## src/rtl/button_event_decoder_if.sv

```systemverilog
// Handshake bundle between the debounce stage, the press classifier and the
// UI logic: tick enable and button level in, classified event pulses out.
interface button_event_decoder_if;
    logic slow_clk;       // one-cycle tick enable, 5 ms period
    logic btn_level;      // debounced level, 1 = pressed
    logic press_pulse;
    logic release_pulse;
    logic short_pulse;
    logic long_pulse;
    logic repeat_pulse;
    logic held;

    // Stimulus side: drives the tick and the level, observes the events
    modport master (
        output slow_clk,
        output btn_level,
        input  press_pulse,
        input  release_pulse,
        input  short_pulse,
        input  long_pulse,
        input  repeat_pulse,
        input  held
    );

    // Classifier side: consumes the tick and the level, produces the events
    modport slave (
        input  slow_clk,
        input  btn_level,
        output press_pulse,
        output release_pulse,
        output short_pulse,
        output long_pulse,
        output repeat_pulse,
        output held
    );
endinterface

```

## src/rtl/button_event_decoder.sv

```systemverilog
// Classifies each debounced button press as short, long or auto-repeating and
// emits registered single-cycle event pulses plus a registered 'held' level.
module button_event_decoder #(
    parameter int LONG_TICKS   = 100,  // ticks to reach long press, 1..2^CNT_W-1
    parameter int REPEAT_TICKS = 20,   // ticks between repeats, 0 = no repeat
    parameter int CNT_W        = 8
) (
    input  logic                   regular_clk,
    input  logic                   reset_n,
    button_event_decoder_if.slave  bus
);

    typedef enum logic [1:0] {
        ST_IDLE      = 2'd0,
        ST_PRESSED   = 2'd1,
        ST_LONG_HELD = 2'd2
    } state_t;

    // Terminal counts: the counter reaches these on the tick that completes
    // the interval, then clears.
    localparam logic [CNT_W-1:0] LONG_LAST   = CNT_W'(LONG_TICKS - 1);
    localparam logic [CNT_W-1:0] REPEAT_LAST = CNT_W'(REPEAT_TICKS - 1);
    localparam bit               REPEAT_EN   = (REPEAT_TICKS != 0);

    state_t           r_state;
    logic [CNT_W-1:0] r_cnt;
    logic             r_press_pulse;
    logic             r_release_pulse;
    logic             r_short_pulse;
    logic             r_long_pulse;
    logic             r_repeat_pulse;
    logic             r_held;

    // Press classifier: state, tick counter and all registered outputs.
    // A release always takes priority over a coincident tick.
    always_ff @(posedge regular_clk or negedge reset_n) begin
        if (!reset_n) begin
            r_state         <= ST_IDLE;
            r_cnt           <= '0;
            r_press_pulse   <= 1'b0;
            r_release_pulse <= 1'b0;
            r_short_pulse   <= 1'b0;
            r_long_pulse    <= 1'b0;
            r_repeat_pulse  <= 1'b0;
            r_held          <= 1'b0;
        end else begin
            r_press_pulse   <= 1'b0;
            r_release_pulse <= 1'b0;
            r_short_pulse   <= 1'b0;
            r_long_pulse    <= 1'b0;
            r_repeat_pulse  <= 1'b0;
            case (r_state)
                ST_IDLE: begin
                    if (bus.btn_level) begin
                        r_state       <= ST_PRESSED;
                        r_cnt         <= '0;
                        r_press_pulse <= 1'b1;
                        r_held        <= 1'b1;
                    end
                end
                ST_PRESSED: begin
                    if (!bus.btn_level) begin
                        r_state         <= ST_IDLE;
                        r_cnt           <= '0;
                        r_short_pulse   <= 1'b1;
                        r_release_pulse <= 1'b1;
                        r_held          <= 1'b0;
                    end else if (bus.slow_clk) begin
                        if (r_cnt == LONG_LAST) begin
                            r_state      <= ST_LONG_HELD;
                            r_cnt        <= '0;
                            r_long_pulse <= 1'b1;
                        end else begin
                            r_cnt <= r_cnt + CNT_W'(1);
                        end
                    end
                end
                ST_LONG_HELD: begin
                    if (!bus.btn_level) begin
                        r_state         <= ST_IDLE;
                        r_cnt           <= '0;
                        r_release_pulse <= 1'b1;
                        r_held          <= 1'b0;
                    end else if (bus.slow_clk && REPEAT_EN) begin
                        if (r_cnt == REPEAT_LAST) begin
                            r_cnt          <= '0;
                            r_repeat_pulse <= 1'b1;
                        end else begin
                            r_cnt <= r_cnt + CNT_W'(1);
                        end
                    end
                end
                default: begin
                    r_state <= ST_IDLE;
                    r_cnt   <= '0;
                    r_held  <= 1'b0;
                end
            endcase
        end
    end

    assign bus.press_pulse   = r_press_pulse;
    assign bus.release_pulse = r_release_pulse;
    assign bus.short_pulse   = r_short_pulse;
    assign bus.long_pulse    = r_long_pulse;
    assign bus.repeat_pulse  = r_repeat_pulse;
    assign bus.held          = r_held;

endmodule

```

## src/flat_wrapper.sv

```systemverilog
// flat-port wrapper written by rule: the top's interface ports become plain ports
module button_event_decoder_flat 
#(
    parameter int LONG_TICKS   = 100,                                            
    parameter int REPEAT_TICKS = 20,                                          
    parameter int CNT_W        = 8
)
  (regular_clk, reset_n, bus_slow_clk, bus_btn_level, bus_press_pulse, bus_release_pulse, bus_short_pulse, bus_long_pulse, bus_repeat_pulse, bus_held);
  button_event_decoder_if bus_i ();
  input  logic regular_clk;
  input  logic reset_n;
  input wire logic [$bits(bus_i.slow_clk)-1:0] bus_slow_clk;
  input wire logic [$bits(bus_i.btn_level)-1:0] bus_btn_level;
  output wire logic [$bits(bus_i.press_pulse)-1:0] bus_press_pulse;
  output wire logic [$bits(bus_i.release_pulse)-1:0] bus_release_pulse;
  output wire logic [$bits(bus_i.short_pulse)-1:0] bus_short_pulse;
  output wire logic [$bits(bus_i.long_pulse)-1:0] bus_long_pulse;
  output wire logic [$bits(bus_i.repeat_pulse)-1:0] bus_repeat_pulse;
  output wire logic [$bits(bus_i.held)-1:0] bus_held;
  assign bus_i.slow_clk = bus_slow_clk;
  assign bus_i.btn_level = bus_btn_level;
  assign bus_press_pulse = bus_i.press_pulse;
  assign bus_release_pulse = bus_i.release_pulse;
  assign bus_short_pulse = bus_i.short_pulse;
  assign bus_long_pulse = bus_i.long_pulse;
  assign bus_repeat_pulse = bus_i.repeat_pulse;
  assign bus_held = bus_i.held;
  button_event_decoder #(.LONG_TICKS(LONG_TICKS), .REPEAT_TICKS(REPEAT_TICKS), .CNT_W(CNT_W)) u_core (.regular_clk(regular_clk), .reset_n(reset_n), .bus(bus_i));
endmodule
```

## config.mk

```make
export PLATFORM = sky130hd
export DESIGN_NAME = button_event_decoder_flat
export DESIGN_NICKNAME = d
export VERILOG_FILES = /design/src/rtl/button_event_decoder_if.sv /design/src/rtl/button_event_decoder.sv /design/src/flat_wrapper.sv
export SDC_FILE = /design/constraint.sdc
export NUM_CORES = 1
export LEC_CHECK = 0
export ABC_AREA = 1
export CAP_MARGIN = 0
export CORE_AREA = 2 2 47 49
export DETAILED_ROUTE_END_ITERATION = 7
export DIE_AREA = 0 0 49 51
export HOLD_SLACK_MARGIN = 0.15
export PLACE_DENSITY = 0.71
export SYNTH_ARGS = -nofsm -noshare
export SYNTH_HDL_FRONTEND = slang
export SYNTH_SLANG_ARGS = --single-unit
```

## constraint.sdc

```tcl
create_clock -name regular_clk -period 1.3 [get_ports regular_clk]
set_clock_uncertainty 0.05 [all_clocks]
set_input_delay 0.39 -clock regular_clk [delete_from_list [all_inputs] [get_ports regular_clk]]
set_output_delay 0.39 -clock regular_clk [all_outputs]
set_load 0.01 [all_outputs]
```

==> metrics <==
cts bufs inserted 3; vias in the first global route 780; first-pass GRT wire length 3270 um; Mapped Area 937 sq um; pin count of the biggest net entering global routing 17; drt wl/cell 11.9 um; Sink Count 16; worst-skew pair later-pin latency 0.30 ns; GP Congestion 0.842; Pleak 0.643 nW; Logic pwr share 54.8%; Final min period 1.47 ns; internal power 0.00131 W; CTS max path bufs 2; PortBufs 9; CP Capture Type flop; Worst-path clk slew 0.10 ns; Clk pwr share 15.7%; Setup crit start kind flop; drt drc 0; pre-CTS setup slack -0.398 ns; # diodes 0; final wirelength 2120 um; commonest non-fill, non-tap cells in the layout 21 x buf_4, 20 x nand2_1, 16 x dfrtp_1; Post-CTS Hold Fix Bufs 0; status complete, but fails checks; Fmax 681 MHz; count of buffer and inverter cells on the critical path 2; Mapped Cells 115; multi-input logic area 549 sq um; met3 WL 56 um; WP data required 1.49 ns; Synth area leader dfrtp_1; PD cells 1640 nW/um^2; core area 2060 sq um; Global Route Usage Sum 17.4%; die width 49 um; die area 2500 sq um; Starting Density 45.4%; CTS H-tree lvls 1; failing checks negative setup slack; setup ws final -0.168 ns; IO Pins 10; period utilisation layout 113%; row cnt 17; VDD IR max 1.21 mV; Critical Path AT 1.66 ns; Area growth syn-to-layout 42.6%; Final ANT Viol Nets 0; slew margin rel. 86.1%; CP top delay family flip-flops; GRT overflow 0; register area share after synthesis 42.7%; register share of total power 29.5%; final hold violation count 0; drt first pass iters 4; nets@finish 159; filler cell count 171; uppermost layer routed met4; Synth Flop Type dfrtp_1; RSZ-0062 raised after global routing true; crit path max fanout 8; max_cap viols 0; layout cells sized above 1 47.3%; synth top area cells dfrtp_1 43%, nand2_1 8.8%, inv_1 6.0%; switching power 0.000881 W; critical path cell sequence buf_6 -> ha_4 -> o21ai_4 -> nand2_4 -> inv_8 -> nand2_4 -> nand2_2 -> nand2_2 -> a21oi_2; hpwl dp 1440 um; CP max-delay cell dfrtp_1; synthesized area per cell 8.15 sq um; Ys Warns 0; WL met1 937 um; FFs w/ async S/R, synth 100%; DR iter-0 viols 8; Via Count 862; top-area cell type share of the netlist area 42.7%; CTS Root Cell clkbuf_4; hold crit path type primary input to asynchronous set/reset pin; die span in y 51 um; initial antenna violation count 0; final setup violation count 10; Inst Count DP 166; Sw Ratio 40.3%; Vias/cell 4.84; Yosys cell types 23; Final Max Tran Viols 0; synthesis-stage register bit count 16; register area 400 sq um; Finished Layout Cells 178; commonest non-fill, non-tap cell in the layout buf_4; CTS tree built; Post-synth EDFFs 0; critical path type flop to flop; met2 wire len 1060 um; crit-path max cell delay 0.44 ns; Net Count, Synth 123; Worst Max-Slew Pin Slew 0.209 ns
-- area by class of cell --
type	count	share of cell area (%)
Multi-Input combinational cell	78	41.1
Sequential cell	16	30.0
Timing Repair Buffer	31	17.0
Inverter	21	6.55
Clock buffer	4	2.72
Tap cell	28	2.62
-- sequential cells by signal (all words and copies together) (netlist names) --
| signal | count |
|---|---|
| u_core.bus.short_pulse | 1 |
| u_core.bus.press_pulse | 1 |
| u_core.bus.release_pulse | 1 |
| u_core.r_state | 2 |
| u_core.bus.repeat_pulse | 1 |
| u_core.bus.long_pulse | 1 |
| u_core.bus.held | 1 |
| u_core.r_cnt | 8 |
-- cells in the mapped netlist, types with 2 or more instances --
cell type and number:
inv_2 3, nand4_1 2, inv_1 15, nand3_1 8
nor2_2 3, nand2_2 7, nor2_1 9, clkinv_1 2
o21ai_0 3, ha_1 4, a21oi_1 3, nand2_1 22
nand3_2 2, nand2_4 3, nor3_1 2, a21oi_2 2
dfrtp_1 16, o21ai_1 4
-- path summary, 6_finish.rpt --
kind                                         from                 endpoint  slack [ns]  cells past startpoint
worst min register to register    u_core.bus.held          u_core.bus.held        0.45                      2
max in group asynchronous                 reset_n    u_core.bus.long_pulse        0.68                      2
min in group regular_clk          u_core.bus.held          u_core.bus.held        0.45                      2
worst max-delay path            u_core.r_state[0]          u_core.r_cnt[2]       -0.17                      9
worst min-delay path                      reset_n  u_core.bus.repeat_pulse        0.34                      2
worst max register to register  u_core.r_state[0]          u_core.r_cnt[2]       -0.17                      9
-- power groups by stage --
stage               registers [W]  clock network, W  logic [W]
floorplan                0.000672                 0   0.000495
global route             0.000658          0.000367    0.00130
detailed placement       0.000644                 0   0.000885
finish                   0.000645          0.000343    0.00120
CTS                      0.000632          0.000350   0.000909
global placement         0.000639                 0   0.000876
-- through the flow --
stage | utilization, % | hold slack [ns] | area (sq um) | TNS, ns | power [W]
6_report | 64.8 | 0.340 | 1340 | -1.50 | 0.00219
3_3_place_gp | 56.9 | 0.437 | 1170 | -3.95 | 0.00152
2_1_floorplan | - | 0.0444 | 945 | 0 | 0.00117
3_5_place_dp | 56.9 | 0.451 | 1170 | -4.29 | 0.00153
4_1_cts | 59.0 | 0.350 | 1220 | -0.818 | 0.00189
5_1_grt | 64.8 | 0.378 | 1340 | -2.22 | 0.00233
-- metal layers --
layer | vias to the layer above | track usage, %
li1 | 434 | -
met1 | 408 | 21.8
met2 | 13 | 28.1
met3 | 7 | 2.63
met4 | 0 | 11.4
met5 | - | 0
-- cell families (layout without fill, tap and decap cells) --
family          Yosys count  after routing  share of synthesized area (%)
flops                    16             16                           42.7
fa+ha+maj                 4              4                           5.34
simple gates             59             59                           32.8
xor+xnor                  1              1                          0.935
buf+inv                  21             56                           9.21
compound gates           14             14                           8.95
-- what timing repair did --
item / 4_1_cts / 5_1_grt
pin swaps: 7 / 7
gates resized for setup: 30 / 19
setup buffers: 2 / 6
endpoints found under the setup margin: 16 / 13
Note: power is estimated with default switching activity, not from simulation.
